==> config.mk <==
export PLATFORM = sky130hd
export DESIGN_NAME = multiplier_arbiter_flat
export DESIGN_NICKNAME = d
export VERILOG_FILES = /design/src/rtl/multiplier_arbiter_pkg.sv /design/src/rtl/multiplier_arbiter_if.sv /design/src/rtl/multiplier_arbiter_picker.sv /design/src/rtl/multiplier_arbiter.sv /design/src/flat_wrapper.sv
export SDC_FILE = /design/constraint.sdc
export NUM_CORES = 1
export LEC_CHECK = 0
export BUFFER_PORTS_ARGS = -buffer_cell sky130_fd_sc_hd__buf_2
export CAP_MARGIN = 20
export CELL_PAD_IN_SITES_DETAIL_PLACEMENT = 0
export CELL_PAD_IN_SITES_GLOBAL_PLACEMENT = 1
export CORE_UTILIZATION = 32
export CTS_CLUSTER_DIAMETER = 50
export DETAILED_ROUTE_END_ITERATION = 10
export PLACE_DENSITY_LB_ADDON = 0.25
export SYNTH_ARGS = -nofsm -noshare
export SYNTH_HDL_FRONTEND = slang
export SYNTH_HIERARCHICAL = 1
export SYNTH_SLANG_ARGS = --single-unit
export TNS_END_PERCENT = 50
==> constraint.sdc <==
create_clock -name clk -period 3.1 [get_ports clk]
set_clock_uncertainty 0.2 [all_clocks]
set_input_delay 0.155 -clock clk [delete_from_list [all_inputs] [get_ports clk]]
set_output_delay 0.155 -clock clk [all_outputs]
set_load 0.005 [all_outputs]
==> src/rtl/multiplier_arbiter_pkg.sv <==
// Shared types and helpers for the multiplier arbiter: FSM encoding,
// default widths and the round-robin pointer step.
package multiplier_arbiter_pkg;

  localparam int MA_NUM_REQ = 4;
  localparam int MA_DATA_W  = 8;
  localparam int MA_PROD_W  = 2 * MA_DATA_W;
  localparam int MA_TIMEOUT = 15;

  typedef enum logic [2:0] {
    ST_IDLE    = 3'd0,
    ST_GRANT   = 3'd1,
    ST_WAIT    = 3'd2,
    ST_DELIVER = 3'd3,
    ST_RECOVER = 3'd4
  } arb_state_t;

  // Pointer moves to the requester after the one just served, wrapping at num_req.
  function automatic logic [2:0] rr_next(input logic [2:0] idx, input logic [3:0] num_req);
    logic [2:0] w_next;
    if ({1'b0, idx} == (num_req - 4'd1)) begin
      w_next = 3'd0;
    end else begin
      w_next = idx + 3'd1;
    end
    return w_next;
  endfunction

endpackage

==> src/rtl/multiplier_arbiter_if.sv <==
// Requester-side and multiplier-side signals of the arbiter in one bundle.
// The arbiter uses the slave view; the surrounding system uses the master view.
interface multiplier_arbiter_if
  import multiplier_arbiter_pkg::*;
#(
  parameter int NUM_REQ = MA_NUM_REQ,
  parameter int DATA_W  = MA_DATA_W
) ();

  logic [NUM_REQ-1:0]        req;
  logic [NUM_REQ*DATA_W-1:0] req_a;
  logic [NUM_REQ*DATA_W-1:0] req_b;
  logic [NUM_REQ-1:0]        grant;
  logic [NUM_REQ-1:0]        resp_valid;
  logic                      resp_err;
  logic [2*DATA_W-1:0]       resp_product;
  logic                      busy;
  logic                      mul_start;
  logic [DATA_W-1:0]         mul_dataa;
  logic [DATA_W-1:0]         mul_datab;
  logic                      mul_reset;
  logic                      mul_done;
  logic [2*DATA_W-1:0]       mul_product;

  modport slave (
    input  req, req_a, req_b, mul_done, mul_product,
    output grant, resp_valid, resp_err, resp_product, busy,
           mul_start, mul_dataa, mul_datab, mul_reset
  );

  modport master (
    output req, req_a, req_b, mul_done, mul_product,
    input  grant, resp_valid, resp_err, resp_product, busy,
           mul_start, mul_dataa, mul_datab, mul_reset
  );

endinterface

==> src/rtl/multiplier_arbiter_picker.sv <==
// Round-robin priority picker: first eligible requester at or after the
// pointer, wrapping, with the masked requester excluded.
module rr_priority_picker
  import multiplier_arbiter_pkg::*;
#(
  parameter int NUM_REQ = MA_NUM_REQ,
  parameter int IDX_W   = $clog2(NUM_REQ)
) (
  input  logic [NUM_REQ-1:0] i_req,
  input  logic [NUM_REQ-1:0] i_mask,
  input  logic [IDX_W-1:0]   i_ptr,
  output logic [NUM_REQ-1:0] o_grant,
  output logic [IDX_W-1:0]   o_index,
  output logic               o_any
);

  logic [NUM_REQ-1:0] w_eligible;
  logic [IDX_W-1:0]   w_slot;
  logic               w_hit;

  assign w_eligible = i_req & ~i_mask;

  // Scan slots ptr, ptr+1, ... and keep the first eligible hit.
  always_comb begin
    o_grant = '0;
    o_index = '0;
    o_any   = 1'b0;
    w_slot  = '0;
    w_hit   = 1'b0;
    for (int k = 0; k < NUM_REQ; k++) begin
      w_slot  = IDX_W'((int'(i_ptr) + k) % NUM_REQ);
      w_hit   = !o_any && w_eligible[w_slot];
      o_index = w_hit ? w_slot : o_index;
      o_grant = w_hit ? (NUM_REQ'(1'b1) << w_slot) : o_grant;
      o_any   = o_any | w_hit;
    end
  end

endmodule

==> src/rtl/multiplier_arbiter.sv <==
// Shares one sequential multiplier between NUM_REQ requesters: round-robin
// grant, a single op in flight, and a watchdog that aborts a hung multiplier.
module multiplier_arbiter
  import multiplier_arbiter_pkg::*;
#(
  parameter int NUM_REQ = MA_NUM_REQ,
  parameter int DATA_W  = MA_DATA_W,
  parameter int TIMEOUT = MA_TIMEOUT
) (
  input  logic                 clk,
  input  logic                 reset_a,
  multiplier_arbiter_if.slave  bus
);

  localparam int IDX_W  = $clog2(NUM_REQ);
  localparam int PROD_W = 2 * DATA_W;
  localparam int CNT_W  = $clog2(TIMEOUT + 1);
  localparam logic [CNT_W-1:0] CNT_LAST = CNT_W'(TIMEOUT - 1);
  localparam logic [CNT_W-1:0] CNT_MAX  = {CNT_W{1'b1}};

  arb_state_t          r_state;
  arb_state_t          w_state_next;
  logic [IDX_W-1:0]    r_ptr;
  logic [IDX_W-1:0]    r_owner;
  logic [NUM_REQ-1:0]  r_mask;
  logic [CNT_W-1:0]    r_cnt;

  logic [NUM_REQ-1:0]  w_pick_onehot;
  logic [IDX_W-1:0]    w_pick_idx;
  logic                w_pick_any;

  logic [NUM_REQ-1:0]  r_grant;
  logic [NUM_REQ-1:0]  r_resp_valid;
  logic                r_resp_err;
  logic [PROD_W-1:0]   r_resp_product;
  logic                r_busy;
  logic                r_mul_start;
  logic [DATA_W-1:0]   r_mul_dataa;
  logic [DATA_W-1:0]   r_mul_datab;
  logic                r_mul_reset;

  logic [NUM_REQ-1:0]  w_grant_next;
  logic [NUM_REQ-1:0]  w_resp_valid_next;
  logic [PROD_W-1:0]   w_product_next;
  logic [DATA_W-1:0]   w_dataa_next;
  logic [DATA_W-1:0]   w_datab_next;

  rr_priority_picker #(
    .NUM_REQ (NUM_REQ),
    .IDX_W   (IDX_W)
  ) u_picker (
    .i_req   (bus.req),
    .i_mask  (r_mask),
    .i_ptr   (r_ptr),
    .o_grant (w_pick_onehot),
    .o_index (w_pick_idx),
    .o_any   (w_pick_any)
  );

  // mul_done takes priority over a watchdog expiry in the same cycle.
  always_comb begin
    w_state_next = r_state;
    case (r_state)
      ST_IDLE: begin
        if (w_pick_any) begin
          w_state_next = ST_GRANT;
        end else begin
          w_state_next = ST_IDLE;
        end
      end
      ST_GRANT: w_state_next = ST_WAIT;
      ST_WAIT: begin
        if (bus.mul_done) begin
          w_state_next = ST_DELIVER;
        end else if (r_cnt == CNT_LAST) begin
          w_state_next = ST_RECOVER;
        end else begin
          w_state_next = ST_WAIT;
        end
      end
      ST_DELIVER: w_state_next = ST_IDLE;
      ST_RECOVER: w_state_next = ST_IDLE;
      default:    w_state_next = ST_IDLE;
    endcase
  end

  // Outputs are registered, so their next values follow the next state.
  always_comb begin
    w_grant_next      = '0;
    w_resp_valid_next = '0;
    w_product_next    = '0;
    w_dataa_next      = '0;
    w_datab_next      = '0;
    case (w_state_next)
      ST_GRANT: begin
        w_grant_next = w_pick_onehot;
        w_dataa_next = bus.req_a[int'(w_pick_idx) * DATA_W +: DATA_W];
        w_datab_next = bus.req_b[int'(w_pick_idx) * DATA_W +: DATA_W];
      end
      ST_WAIT: begin
        w_grant_next = r_grant;
        w_dataa_next = r_mul_dataa;
        w_datab_next = r_mul_datab;
      end
      ST_DELIVER: begin
        w_grant_next      = r_grant;
        w_resp_valid_next = r_grant;
        w_product_next    = bus.mul_product;
      end
      ST_RECOVER: begin
        w_grant_next      = r_grant;
        w_resp_valid_next = r_grant;
      end
      default: begin
        w_grant_next      = '0;
        w_resp_valid_next = '0;
      end
    endcase
  end

  // State and output registers; the mask remembers last cycle's responder.
  always_ff @(posedge clk) begin
    if (reset_a) begin
      r_state        <= ST_IDLE;
      r_grant        <= '0;
      r_resp_valid   <= '0;
      r_resp_err     <= 1'b0;
      r_resp_product <= '0;
      r_busy         <= 1'b0;
      r_mul_start    <= 1'b0;
      r_mul_dataa    <= '0;
      r_mul_datab    <= '0;
      r_mul_reset    <= 1'b0;
      r_mask         <= '0;
    end else begin
      r_state        <= w_state_next;
      r_grant        <= w_grant_next;
      r_resp_valid   <= w_resp_valid_next;
      r_resp_err     <= (w_state_next == ST_RECOVER);
      r_resp_product <= w_product_next;
      r_busy         <= (w_state_next != ST_IDLE);
      r_mul_start    <= (w_state_next == ST_GRANT);
      r_mul_dataa    <= w_dataa_next;
      r_mul_datab    <= w_datab_next;
      r_mul_reset    <= (w_state_next == ST_RECOVER);
      r_mask         <= r_resp_valid;
    end
  end

  // Owner latched at grant; pointer advances once the owner is answered.
  always_ff @(posedge clk) begin
    if (reset_a) begin
      r_owner <= '0;
      r_ptr   <= '0;
    end else begin
      if ((r_state == ST_IDLE) && w_pick_any) begin
        r_owner <= w_pick_idx;
      end
      if ((r_state == ST_DELIVER) || (r_state == ST_RECOVER)) begin
        r_ptr <= IDX_W'(rr_next(3'(r_owner), 4'(NUM_REQ)));
      end
    end
  end

  // Watchdog: cleared at grant, saturating count of WAIT cycles.
  always_ff @(posedge clk) begin
    if (reset_a) begin
      r_cnt <= '0;
    end else begin
      case (r_state)
        ST_GRANT: r_cnt <= '0;
        ST_WAIT: begin
          if (r_cnt != CNT_MAX) begin
            r_cnt <= r_cnt + CNT_W'(1'b1);
          end
        end
        default: r_cnt <= r_cnt;
      endcase
    end
  end

  assign bus.grant        = r_grant;
  assign bus.resp_valid   = r_resp_valid;
  assign bus.resp_err     = r_resp_err;
  assign bus.resp_product = r_resp_product;
  assign bus.busy         = r_busy;
  assign bus.mul_start    = r_mul_start;
  assign bus.mul_dataa    = r_mul_dataa;
  assign bus.mul_datab    = r_mul_datab;
  assign bus.mul_reset    = r_mul_reset;

endmodule

==> src/flat_wrapper.sv <==
// flat-port wrapper written by rule: the top's interface ports become plain ports
module multiplier_arbiter_flat import multiplier_arbiter_pkg::*;
#(
  parameter int NUM_REQ = MA_NUM_REQ,
  parameter int DATA_W  = MA_DATA_W,
  parameter int TIMEOUT = MA_TIMEOUT
)
  (clk, reset_a, bus_req, bus_req_a, bus_req_b, bus_mul_done, bus_mul_product, bus_grant, bus_resp_valid, bus_resp_err, bus_resp_product, bus_busy, bus_mul_start, bus_mul_dataa, bus_mul_datab, bus_mul_reset);
  multiplier_arbiter_if #(.NUM_REQ(NUM_REQ), .DATA_W(DATA_W)) bus_i ();
  input  logic clk;
  input  logic reset_a;
  input wire logic [$bits(bus_i.req)-1:0] bus_req;
  input wire logic [$bits(bus_i.req_a)-1:0] bus_req_a;
  input wire logic [$bits(bus_i.req_b)-1:0] bus_req_b;
  input wire logic [$bits(bus_i.mul_done)-1:0] bus_mul_done;
  input wire logic [$bits(bus_i.mul_product)-1:0] bus_mul_product;
  output wire logic [$bits(bus_i.grant)-1:0] bus_grant;
  output wire logic [$bits(bus_i.resp_valid)-1:0] bus_resp_valid;
  output wire logic [$bits(bus_i.resp_err)-1:0] bus_resp_err;
  output wire logic [$bits(bus_i.resp_product)-1:0] bus_resp_product;
  output wire logic [$bits(bus_i.busy)-1:0] bus_busy;
  output wire logic [$bits(bus_i.mul_start)-1:0] bus_mul_start;
  output wire logic [$bits(bus_i.mul_dataa)-1:0] bus_mul_dataa;
  output wire logic [$bits(bus_i.mul_datab)-1:0] bus_mul_datab;
  output wire logic [$bits(bus_i.mul_reset)-1:0] bus_mul_reset;
  assign bus_i.req = bus_req;
  assign bus_i.req_a = bus_req_a;
  assign bus_i.req_b = bus_req_b;
  assign bus_i.mul_done = bus_mul_done;
  assign bus_i.mul_product = bus_mul_product;
  assign bus_grant = bus_i.grant;
  assign bus_resp_valid = bus_i.resp_valid;
  assign bus_resp_err = bus_i.resp_err;
  assign bus_resp_product = bus_i.resp_product;
  assign bus_busy = bus_i.busy;
  assign bus_mul_start = bus_i.mul_start;
  assign bus_mul_dataa = bus_i.mul_dataa;
  assign bus_mul_datab = bus_i.mul_datab;
  assign bus_mul_reset = bus_i.mul_reset;
  multiplier_arbiter #(.NUM_REQ(NUM_REQ), .DATA_W(DATA_W), .TIMEOUT(TIMEOUT)) u_core (.clk(clk), .reset_a(reset_a), .bus(bus_i));
endmodule
==> results of run 1 <==
layout by cell type, fill, tap and decap left out, types with 4 or more instances in the layout:
master,n
sky130_fd_sc_hd__buf_4,4
sky130_fd_sc_hd__buf_2,130
sky130_fd_sc_hd__mux2i_1,4
sky130_fd_sc_hd__nor2b_1,9
sky130_fd_sc_hd__clkbuf_8,10
sky130_fd_sc_hd__or2_2,4
sky130_fd_sc_hd__a222oi_1,4
sky130_fd_sc_hd__nor3_1,4
sky130_fd_sc_hd__and2_1,21
sky130_fd_sc_hd__o21ai_0,7
sky130_fd_sc_hd__mux4_2,7
sky130_fd_sc_hd__a2111oi_0,5
sky130_fd_sc_hd__a21oi_1,7
sky130_fd_sc_hd__nor4_1,4
sky130_fd_sc_hd__mux4_1,14
sky130_fd_sc_hd__dlygate4sd3_1,18
sky130_fd_sc_hd__dfxtp_1,58
sky130_fd_sc_hd__nor2_1,9
sky130_fd_sc_hd__nand3_1,7
sky130_fd_sc_hd__a32o_1,16
sky130_fd_sc_hd__ha_1,8
sky130_fd_sc_hd__nand2b_1,8
sky130_fd_sc_hd__inv_1,9
sky130_fd_sc_hd__a22oi_1,4
registers in the layout, summed over array words and instances, names as in the netlist:
name	flops
u_core/r_ptr	2
u_core/bus.grant	4
u_core/bus.resp_product	16
u_core/bus.resp_valid	4
u_core/r_state	3
u_core/bus.mul_datab	8
u_core/r_owner	2
u_core/bus.busy	1
u_core/bus.mul_start	1
u_core/r_cnt	4
u_core/bus.mul_reset	1
u_core/bus.mul_dataa	8
u_core/r_mask	4
worst max-delay path: cells and delay by family, from the launching register on:
kind                       cells  cell delay [ns]
DFF                            1             0.34
buffers and inverters          2             0.27
AOI/OAI and AO/OA              3             0.63
muxes                          2             0.82
adders and majority gates      1             0.44
metrics by stage:
stage,hold WS (ns),cells,total power [mW]
2_1_floorplan,0.0266,265,1.10
3_3_place_gp,0.154,492,1.23
3_5_place_dp,0.159,492,1.24
4_1_cts,0.00651,526,1.90
5_1_grt,0.0251,526,1.96
6_report,0.0295,526,1.87
cell type report:
type	instances	area [um^2]
clock buffer	10	138
sequential	58	1160
clock inverter	6	41.3
fill	875	4800
timing repair buffer	153	881
tap	108	135
multi-input combinational	181	1700
inverter	10	37.5
routing by layer:
metal | vias up | GRT usage | part of all wire
met5 | - | 0 | 0
met4 | 0 | 0.0620 | 0.0063
met3 | 4 | 0.0390 | 0.056
met2 | 86 | 0.297 | 0.51
met1 | 1267 | 0.192 | 0.43
li1 | 1339 | - | -
final timing paths:
check | endpoint | slack (ns) | from
max | u_core/bus.mul_dataa[5] | 0.28 | u_core/r_ptr[0]
min | u_core/bus.mul_dataa[1] | 0.03 | bus_req_a[25]
max reg2reg | u_core/bus.mul_dataa[5] | 0.28 | u_core/r_ptr[0]
min reg2reg | u_core/r_mask[1] | 0.26 | u_core/bus.resp_valid[1]
power by group through the flow:
stage	combinational, mW	sequential, mW	clock [mW]
5_1_grt	0.449	0.834	0.682
3_3_place_gp	0.391	0.843	0
4_1_cts	0.416	0.828	0.656
6_report	0.412	0.828	0.630
3_5_place_dp	0.398	0.845	0
2_1_floorplan	0.256	0.839	0
kinds of logic (layout without fill, tap and decap cells):
kind of cell,count (synthesis),in the layout,share of synthesized area
and+or+nand+nor,89,89,0.186
DFF,58,58,0.389
AOI/OAI and AO/OA,57,57,0.151
buffers and inverters,26,179,0.0445
muxes,25,25,0.190
adders and majority gates,8,8,0.0336
xor gates and xnor gates,2,2,0.00587
==> results.rst, run 1 <==
.. list-table::
   :header-rows: 1

   * - Metric
     - Value
   * - Post-placement worst setup slack
     - 0.272 ns
   * - Cell depth of the worst flop-to-flop path
     - 8
   * - Drt first pass iters
     - 7
   * - CP peak stage delay
     - 0.45 ns
   * - RSZ-0062 raised after global routing
     - false
   * - Top cell type's share of synthesized area
     - 0.389
   * - Post-placement cell area
     - 3730 um^2
   * - Count of different cell masters after synthesis
     - 51
   * - Pin slew with the least headroom to its limit
     - 0.652 ns
   * - Critical path class
     - register to register
   * - TritonCTS clock tree
     - yes
   * - Number of DRC violations after detailed routing
     - 7
   * - Number of warnings reported in the yosys synthesis log
     - 6
   * - Design Area, Final
     - 4090 um^2
   * - Antenna violations before repair
     - 0
   * - Pin count of the biggest net entering global routing
     - 18
   * - Via-to-Cell Ratio
     - 5.13
   * - Final weighted congestion in routability-driven placement
     - 0.851
   * - CTS HTree Levels
     - 3
   * - Number of buffers inserted for hold repair after clock tree synthesis
     - 18
   * - Detail Placement HPWL
     - 5710 um
   * - Insertion delay of the later-clocked pin in the worst-skew pair
     - 0.34 ns
   * - Std cell rows
     - 34
   * - Synth cell count leaders
     - 58 x sky130_fd_sc_hd__dfxtp_1, 21 x sky130_fd_sc_hd__and2_1, 16 x sky130_fd_sc_hd__a32o_1
   * - Number of nets in the final layout
     - 508
   * - Power share of the sequential group
     - 0.443
   * - Pins Over Slew Limit
     - 0
   * - Fraction of the yosys area taken by sequential cells
     - 0.389
   * - Global-route total usage across every layer
     - 0.165
   * - Number of buffers inserted by port buffering
     - 130
   * - Synth Instances
     - 265
   * - Highest achievable clock rate
     - 354 MHz
   * - Via count of the first global-routing pass
     - 2613
   * - Critical path capture point type
     - register
   * - Overall die height
     - 98.5 um
   * - Count leader, synth
     - sky130_fd_sc_hd__dfxtp_1
   * - Hold path depth
     - 3
   * - Failing checks
     - DRC
   * - Register bit count reported by yosys
     - 58
   * - WL per Instance
     - 15.5 um
   * - Fraction of the cycle the final worst path needs
     - 0.910
   * - Cells taking the most area after synthesis
     - sky130_fd_sc_hd__dfxtp_1 39%, sky130_fd_sc_hd__mux4_1 12%, sky130_fd_sc_hd__a32o_1 5.4%, sky130_fd_sc_hd__mux4_2 5.3%, sky130_fd_sc_hd__and2_1 4.4%
   * - Synth-to-layout area growth
     - 37.1%
   * - Max_slew headroom
     - 0.565
   * - Data required time at the worst endpoint
     - 3.12 ns
   * - Hold violation total from the final report
     - 0
   * - Static leakage power
     - 1.82 nW
   * - Highest-delay cell along the critical path
     - sky130_fd_sc_hd__mux4_1
   * - Setup TNS
     - 0 ns
   * - Number of buffers created by CTS
     - 9
   * - Cts repair resizes
     - 0
   * - Number of buffers between clock root and the deepest sink
     - 2
   * - Worst VDD drop
     - 262 uV
   * - Class of the worst hold path
     - input port to register
   * - Cell-by-cell trace of the critical path
     - inv_2, ha_1, mux4_2, a211oi_1, o22ai_2, buf_12, mux4_1, a32o_1
   * - Net count after synthesis
     - 360
   * - Core ar.
     - 8890 um^2
   * - Synth Area per Inst
     - 11.3 um^2
   * - Clock transition time at the flip-flop clock pins of the worst setup and hold paths
     - 0.07 ns
   * - Count of flip-flops with a built-in enable after synthesis
     - 0
   * - Global-route wire length before repair
     - 12500 um
   * - Post-Route WL
     - 8130 um
   * - Setup Buffers After CTS
     - 0
   * - Die Wd
     - 98.5 um
   * - Util after Layout
     - 0.460
   * - Max-cap violations
     - 0
   * - Result of the run
     - finished with violations
   * - Part of the power in combinational logic
     - 0.220
   * - Switching Share
     - 0.286
   * - Power per cell area
     - 457 nW/um^2
   * - Async SR Flop Fraction
     - 0
   * - Number of primary I/O pins
     - 131
   * - Switching power of the nets
     - 0.536 mW
   * - DR vias
     - 2696
   * - Count of nets left with antenna violations after detail routing
     - 0
   * - Worst path arrival time
     - 2.84 ns
   * - Cell type contributing the most total cell area after synthesis
     - sky130_fd_sc_hd__dfxtp_1
   * - Setup-failing EPs final
     - 0
   * - Initial drt markers
     - 107
   * - Minimum period implied by the final worst setup slack
     - 2.82 ns
   * - Ant diodes
     - 0
   * - Initial cell density of the core
     - 0.335
   * - Internal power summed over all cells
     - 1.33 mW
   * - Die footprint
     - 9710 um^2
   * - Root Buffer
     - sky130_fd_sc_hd__clkbuf_8
   * - Layout cells sized above 1
     - 0.414
   * - CTS Sinks
     - 58
   * - Worst setup margin
     - 0.278 ns
   * - Clock network fraction of total power
     - 0.337
   * - CP Max Fanout
     - 17
   * - Commonest register cell after synthesis
     - sky130_fd_sc_hd__dfxtp_1
   * - GRT Residual Overflow
     - 0
   * - Startpoint type of the worst setup path
     - register
   * - Combined area of all synthesized cells
     - 2980 um^2
Power figures use the tool's default switching activity.
==> inputs of run 2 (changes only) <==
- CORE_UTILIZATION: 32 -> 33
- CTS_BUF_LIST: default -> sky130_fd_sc_hd__clkbuf_4
- GPL_TIMING_DRIVEN: default -> 0
==> results.rst, run 2 (same netlist as run 1, synthesis figures left out) <==
.. list-table::
   :header-rows: 1

   * - Metric
     - Value
   * - Setup-failing EPs final
     - 0 (unchanged)
   * - Max_slew headroom
     - 0.608 (+0.0425)
   * - Via-to-Cell Ratio
     - 5.17 (+0.77%)
   * - Initial drt markers
     - 152 (+42%)
   * - Via count of the first global-routing pass
     - 3097 (+19%)
   * - Number of DRC violations after detailed routing
     - 0 (-7)
   * - Total power after layout
     - 1.76 mW (-6.0%)
   * - CP peak stage delay
     - 0.58 ns (+0.13 ns)
   * - Global-route wire length before repair
     - 15100 um (+21%)
   * - Pins Over Slew Limit
     - 0 (unchanged)
   * - Root Buffer
     - sky130_fd_sc_hd__clkbuf_4
   * - Fraction of the cycle the final worst path needs
     - 0.957 (+0.0471)
   * - Switching Share
     - 0.297 (+0.0107)
   * - WL per Instance
     - 15.6 um (+0.95%)
   * - Startpoint of the most critical register-to-register path
     - u_core/r_ptr[0]
   * - Crit-path leading delay family
     - multiplexers
   * - RSZ-0062 raised after global routing
     - false
   * - Layout cells sized above 1
     - 0.372 (-0.0419)
   * - Post-placement cell area
     - 3770 um^2 (+1.0%)
   * - Synth-to-layout area growth
     - 57.8%
   * - Max-cap violations
     - 0 (unchanged)
   * - Number of buffers between clock root and the deepest sink
     - 2 (unchanged)
   * - Number of buffers created by CTS
     - 9 (unchanged)
   * - Hold violation total from the final report
     - 0 (unchanged)
   * - Power share of the sequential group
     - 0.467 (+0.024)
   * - Core ar.
     - 8720 um^2 (-1.9%)
   * - M1 wire length
     - 3720 um (+6.1%)
   * - Count of nets left with antenna violations after detail routing
     - 0 (unchanged)
   * - Critical path class
     - register to register
   * - CP Max Fanout
     - 10 (-7)
   * - Cell-by-cell trace of the critical path
     - inv_2, ha_2, mux4_2, a21oi_1, o22ai_1, buf_6, buf_6, mux4_1, a32o_1
   * - Die Wd
     - 97.1 um (-1.5%)
   * - Number of placed cells counting well taps
     - 503 (+2.2%)
   * - Switching power of the nets
     - 0.522 mW (-2.5%)
   * - Setup Buffers After CTS
     - 0 (unchanged)
   * - TritonCTS clock tree
     - yes
   * - Pin slew with the least headroom to its limit
     - 0.588 ns (-0.0638 ns)
   * - Part of the power in combinational logic
     - 0.286 (+0.066)
   * - Startpoint of the tightest hold check path
     - bus_req[1]
   * - Die footprint
     - 9420 um^2 (-3.0%)
   * - Clock transition time at the flip-flop clock pins of the worst setup and hold paths
     - 0.10 ns (+0.03 ns)
   * - Depth of the critical timing path with buffers and inverters included
     - 9 (+1)
   * - Number of nets in the final layout
     - 583 (+15%)
   * - Worst VDD drop
     - 244 uV (-6.7%)
   * - Final cell count without fillers
     - 600 (+14%)
   * - Class of the worst hold path
     - input port to register
   * - Filler instances
     - 780 (-11%)
   * - Minimum period implied by the final worst setup slack
     - 2.97 ns (+0.146 ns)
   * - Cell depth of the worst flop-to-flop path
     - 9 (+1)
   * - Top routing layer in use
     - met4
   * - Number of buffers inserted by port buffering
     - 130 (unchanged)
   * - Hold path depth
     - 5 (+2)
   * - Worst path arrival time
     - 3.08 ns (+0.24 ns)
   * - Commonest cells after routing, fill and taps aside
     - 136 x sky130_fd_sc_hd__buf_2, 82 x sky130_fd_sc_hd__dlygate4sd3_1, 56 x sky130_fd_sc_hd__dfxtp_1, 21 x sky130_fd_sc_hd__and2_1, 16 x sky130_fd_sc_hd__a32o_1
   * - Critical Path Most Common Cell
     - sky130_fd_sc_hd__buf_6
   * - Result of the run
     - completed
   * - Post-Route WL
     - 9360 um (+15%)
   * - Most common cell after layout, fill and taps aside
     - sky130_fd_sc_hd__buf_2
   * - Highest-delay cell along the critical path
     - sky130_fd_sc_hd__mux4_1
   * - Static leakage power
     - 2.10 nW (+15%)
   * - Number of flip-flops in the largest register
     - 16 (unchanged)
   * - Initial cell density of the core
     - 0.342 (+0.00655)
   * - Data required time at the worst endpoint
     - 3.21 ns (+0.09 ns)
   * - Detail Placement HPWL
     - 5770 um (+1.2%)
   * - DR vias
     - 3099 (+15%)
   * - Power per cell area
     - 373 nW/um^2 (-18%)
   * - Clock network fraction of total power
     - 0.248 (-0.089)
   * - Antenna violations before repair
     - 0 (unchanged)
   * - Ant diodes
     - 0 (unchanged)
   * - Internal power summed over all cells
     - 1.24 mW (-7.4%)
   * - Number of primary I/O pins
     - 131 (unchanged)
   * - Number of buffers and inverters on the critical path
     - 3 (+1)
   * - Drt first pass iters
     - 4 (-3)
   * - Highest achievable clock rate
     - 337 MHz (-4.9%)
   * - GRT Residual Overflow
     - 0 (unchanged)
   * - Insertion delay of the later-clocked pin in the worst-skew pair
     - 0.42 ns (+0.08 ns)
   * - Critical path capture point type
     - register
   * - CTS HTree Levels
     - 3 (unchanged)
   * - Startpoint type of the worst setup path
     - register
   * - Final weighted congestion in routability-driven placement
     - 0.803 (-5.6%)
   * - Global-route total usage across every layer
     - 0.204 (+0.0388)
   * - Pin count of the biggest net entering global routing
     - 12 (-6)
   * - Endpoint of the worst hold path
     - u_core/r_state[0]
   * - WL met3
     - 505 um (+10%)
   * - Routed length on met2
     - 4760 um (+16%)
   * - Design Area, Final
     - 4710 um^2 (+15%)
   * - CTS Sinks
     - 58 (unchanged)
   * - End of the worst register-to-register path
     - u_core/bus.mul_dataa[5]
   * - Overall die height
     - 97.1 um (-1.5%)
   * - Setup slack, reg-to-reg
     - 0.13 ns (-0.15 ns)
   * - Std cell rows
     - 34 (unchanged)
run 2: worst register-to-register path: stages (launching register included):
cell and delay [ns]:
sky130_fd_sc_hd__dfxtp_2 0.41, sky130_fd_sc_hd__inv_2 0.11, sky130_fd_sc_hd__ha_2 0.42, sky130_fd_sc_hd__mux4_2 0.29
sky130_fd_sc_hd__a21oi_1 0.09, sky130_fd_sc_hd__o22ai_1 0.21, sky130_fd_sc_hd__buf_6 0.18, sky130_fd_sc_hd__buf_6 0.18
sky130_fd_sc_hd__mux4_1 0.58, sky130_fd_sc_hd__a32o_1 0.22
run 2: power by group through the flow:
stage	logic, mW	registers (mW)	clock network, mW
floorplan	0.256	0.839	0
global placement	0.407	0.837	0
detailed placement	0.412	0.838	0
CTS	0.495	0.821	0.459
global route	0.544	0.827	0.489
finish	0.502	0.820	0.435
run 2: metrics by stage:
stage / hold WS (ns) / setup slack [ns] / util / setup TNS [ns]
4_1_cts: 0.154 / 0.0396 / 0.539 / 0
6_report: 0.213 / 0.132 / 0.540 / 0
2_1_floorplan: 0.0266 / 0.232 / - / 0
5_1_grt: 0.240 / 0.0154 / 0.540 / 0
3_5_place_dp: 0.157 / -0.291 / 0.432 / -2.42
3_3_place_gp: 0.155 / -0.276 / 0.432 / -2.34
run 2: worst max-delay path by stage:
stage / start / end / slack (ns)
after floorplan: u_core/r_ptr[1] / u_core/bus.mul_dataa[0] / 0.23
after global placement: u_core/r_ptr[1] / u_core/bus.mul_dataa[4] / -0.28
after detailed placement: u_core/r_ptr[1] / u_core/bus.mul_dataa[4] / -0.29
after CTS: u_core/r_ptr[1] / u_core/bus.mul_dataa[4] / 0.04
after global routing: u_core/r_ptr[0] / u_core/bus.mul_dataa[7] / 0.02
final: u_core/r_ptr[0] / u_core/bus.mul_dataa[5] / 0.13
run 2: per-layer routing:
layer	GRT usage	vias to the layer above
li1	-	1486
met1	0.224	1471
met2	0.358	109
met3	0.0489	33
met4	0.121	0
met5	0	-
run 2: timing repair:
| item | 4_1_cts | 5_1_grt |
|---|---|---|
| hold buffers | 82 | 0 |
| pin swaps | 0 | 0 |
| endpoints found under the hold margin | 38 | 0 |
| gates cloned | 0 | 0 |
| resized for setup | 4 | 2 |
| setup endpoints to repair | 9 | 7 |
run 2: area by class of cell:
type / count / area (um^2) / area share
Buffer: 16 / 96.3 / 0.0205
Sequential cell: 58 / 1170 / 0.248
Multi-Input combinational cell: 181 / 1700 / 0.361
Clock inverter: 6 / 35.0 / 0.00744
Timing Repair Buffer: 212 / 1470 / 0.313
Tap cell: 108 / 135 / 0.0287
Inverter: 10 / 37.5 / 0.00797
Clock buffer: 9 / 67.6 / 0.0144
==> inputs of run 3 (changes only) <==
- GPL_TIMING_DRIVEN: 0 -> default
- SLEW_MARGIN: default -> 25
==> results.rst, run 3 (same netlist as run 1, synthesis figures left out) <==
.. list-table::
   :header-rows: 1

   * - Metric
     - Value
   * - Number of buffers between clock root and the deepest sink
     - 2 (unchanged)
   * - Global-route total usage across every layer
     - 0.199 (-0.00528)
   * - Hold violation total from the final report
     - 0 (unchanged)
   * - TritonCTS clock tree
     - yes
   * - Crit-path leading delay family
     - multiplexers
   * - GRT Residual Overflow
     - 0 (unchanged)
   * - Drt first pass iters
     - 4 (unchanged)
   * - Detail Placement HPWL
     - 5650 um (-2.1%)
   * - Power share of the sequential group
     - 0.470 (+0.003)
   * - Final cell count without fillers
     - 591 (-1.5%)
   * - Class of the worst hold path
     - input port to register
   * - Static leakage power
     - 2.06 nW (-1.7%)
   * - Initial cell density of the core
     - 0.342 (unchanged)
   * - Root Buffer
     - sky130_fd_sc_hd__clkbuf_4
   * - WL per Instance
     - 15.5 um (-0.47%)
   * - CTS Sinks
     - 58 (unchanged)
   * - Worst VDD drop
     - 208 uV (-15%)
   * - Pin count of the biggest net entering global routing
     - 18 (+6)
   * - Minimum period implied by the final worst setup slack
     - 2.83 ns (-0.133 ns)
   * - Startpoint type of the worst setup path
     - register
   * - Synth-to-layout area growth
     - 56.0%
   * - Via count of the first global-routing pass
     - 3028 (-2.2%)
   * - Startpoint of the tightest hold check path
     - bus_req[1]
   * - Hold path depth
     - 5 (unchanged)
   * - Die footprint
     - 9420 um^2 (unchanged)
   * - Layout cells sized above 1
     - 0.358 (-0.0138)
   * - Setup Buffers After CTS
     - 0 (unchanged)
   * - Number of buffers created by CTS
     - 9 (unchanged)
   * - Result of the run
     - completed
   * - Setup-failing EPs final
     - 0 (unchanged)
   * - CP peak stage delay
     - 0.59 ns (about the same)
   * - Ant diodes
     - 0 (unchanged)
   * - Most common cell after layout, fill and taps aside
     - sky130_fd_sc_hd__buf_2
   * - Switching Share
     - 0.296 (-0.000897)
   * - Number of placed cells counting well taps
     - 493 (-2.0%)
   * - Pins Over Slew Limit
     - 0 (unchanged)
   * - Initial drt markers
     - 149 (-2.0%)
   * - Cell-by-cell trace of the critical path
     - inv_2, ha_1, mux4_2, a21oi_1, o22ai_2, buf_4, mux4_1, a32o_1
   * - Final weighted congestion in routability-driven placement
     - 0.830 (+3.3%)
   * - Fraction of the cycle the final worst path needs
     - 0.914 (-0.0430)
   * - RSZ-0062 raised after global routing
     - false
   * - Switching power of the nets
     - 0.522 mW (about the same)
   * - Via-to-Cell Ratio
     - 5.11 (-1.0%)
   * - Setup slack, reg-to-reg
     - 0.27 ns (+0.13 ns)
   * - Number of buffers and inverters on the critical path
     - 2 (-1)
   * - Die Wd
     - 97.1 um (unchanged)
   * - Clock network fraction of total power
     - 0.258 (+0.010)
   * - Cts repair resizes
     - 0 (-4)
   * - Startpoint of the most critical register-to-register path
     - u_core/r_ptr[0]
   * - Clock transition time at the flip-flop clock pins of the worst setup and hold paths
     - 0.12 ns (+0.02 ns)
   * - Insertion delay of the later-clocked pin in the worst-skew pair
     - 0.41 ns (about the same)
   * - Post-Route WL
     - 9180 um (-2.0%)
   * - Core ar.
     - 8720 um^2 (unchanged)
   * - CP Max Fanout
     - 10 (unchanged)
   * - Overall die height
     - 97.1 um (unchanged)
   * - Cell depth of the worst flop-to-flop path
     - 8 (-1)
   * - CTS HTree Levels
     - 3 (unchanged)
   * - Pin slew with the least headroom to its limit
     - 0.717 ns (+0.129 ns)
   * - DR vias
     - 3021 (-2.5%)
   * - Number of buffers inserted by port buffering
     - 130 (unchanged)
   * - Highest-delay cell along the critical path
     - sky130_fd_sc_hd__mux4_1
   * - Internal power summed over all cells
     - 1.24 mW (+0.37%)
   * - Count of nets left with antenna violations after detail routing
     - 0 (unchanged)
   * - Global-route wire length before repair
     - 14800 um (-2.3%)
   * - Number of DRC violations after detailed routing
     - 0 (unchanged)
   * - Commonest cells after routing, fill and taps aside
     - 130 x sky130_fd_sc_hd__buf_2, 82 x sky130_fd_sc_hd__dlygate4sd3_1, 58 x sky130_fd_sc_hd__dfxtp_1, 21 x sky130_fd_sc_hd__and2_1, 16 x sky130_fd_sc_hd__a32o_1
   * - Part of the power in combinational logic
     - 0.273 (-0.013)
   * - Max-cap violations
     - 0 (unchanged)
   * - End of the worst register-to-register path
     - u_core/bus.mul_datab[7]
   * - Setup TNS
     - 0 ns (unchanged)
   * - Std cell rows
     - 34 (unchanged)
   * - Total power after layout
     - 1.76 mW (+0.24%)
   * - Data required time at the worst endpoint
     - 3.22 ns (about the same)
   * - Number of primary I/O pins
     - 131 (unchanged)
   * - Critical path class
     - register to register
   * - Highest achievable clock rate
     - 353 MHz (+4.7%)
   * - Number of flip-flops in the largest register
     - 16 (unchanged)
   * - Worst path arrival time
     - 2.95 ns (-0.13 ns)
   * - Critical path capture point type
     - register
   * - Antenna violations before repair
     - 0 (unchanged)
   * - Endpoint of the worst hold path
     - u_core/r_state[0]
   * - Number of nets in the final layout
     - 573 (-1.7%)
   * - Power per cell area
     - 379 nW/um^2 (+1.4%)
   * - Max_slew headroom
     - 0.522 (-0.0859)
[run 3: cell types whose count changed in the layout (fill, tap and decap cells not counted), sizes merged]
cell,delta
buf,-5
clkbuf,-4
[run 3: layout make-up]
type                    instances  area (um^2)
clock inverters                 6         33.8
repair buffers                218         1520
flip-flops and latches         58         1160
fillers                       758         4070
multi-input cells             181         1700
inverters                      10         37.5
well taps                     108          135
clock buffers                  10         75.1
[run 3: worst reg2reg max path, delay by kind of cell, from the launching register on]
family | cells | cell delay (ns)
adder cells (fa/ha/maj) | 1 | 0.44
buffers and inverters | 2 | 0.34
flip-flops | 1 | 0.35
AO/OA/AOI/OAI | 3 | 0.53
multiplexers | 2 | 0.91
[run 3: what timing repair did]
| item | in CTS | in global routing |
|---|---|---|
| hold buffers | 82 | 0 |
| endpoints found under the hold margin | 47 | 0 |
| setup endpoints to repair | 0 | 0 |
[run 3: power groups by stage]
stage | clock network [mW] | registers (mW) | logic, mW
3_3_place_gp | 0 | 0.842 | 0.388
4_1_cts | 0.475 | 0.827 | 0.476
5_1_grt | 0.515 | 0.835 | 0.521
2_1_floorplan | 0 | 0.839 | 0.256
3_5_place_dp | 0 | 0.844 | 0.392
6_report | 0.454 | 0.827 | 0.481
[run 3: worst max-delay path by stage]
stage | cells after the start | from | slack, ns | endpoint
final | 8 | u_core/r_ptr[0] | 0.27 | u_core/bus.mul_datab[7]
after global routing | 8 | u_core/r_ptr[0] | 0.13 | u_core/bus.mul_datab[7]
after CTS | 8 | u_core/r_ptr[0] | 0.28 | u_core/bus.mul_dataa[4]
after detailed placement | 8 | u_core/r_ptr[0] | 0.30 | u_core/bus.mul_dataa[4]
after global placement | 8 | u_core/r_ptr[0] | 0.34 | u_core/bus.mul_dataa[4]
after floorplan | 8 | u_core/r_ptr[1] | 0.23 | u_core/bus.mul_dataa[0]
[run 3: metal layers]
metal  track usage  vias up  wire (um)
li1              -     1466          -
met1         0.220     1400       3640
met2         0.348      124       4690
met3        0.0518       31        521
met4         0.106        0        332
met5             0        -          0
[run 3: per-stage QoR]
stage	utilization	hold slack, ns	area [um^2]	setup WS, ns
final	0.534	0.202	4650	0.266
after global routing	0.534	0.242	4650	0.126
after CTS	0.534	0.165	4650	0.284
after detailed placement	0.427	0.160	3720	0.298
after global placement	0.427	0.155	3720	0.345
after floorplan	-	0.0266	2980	0.232
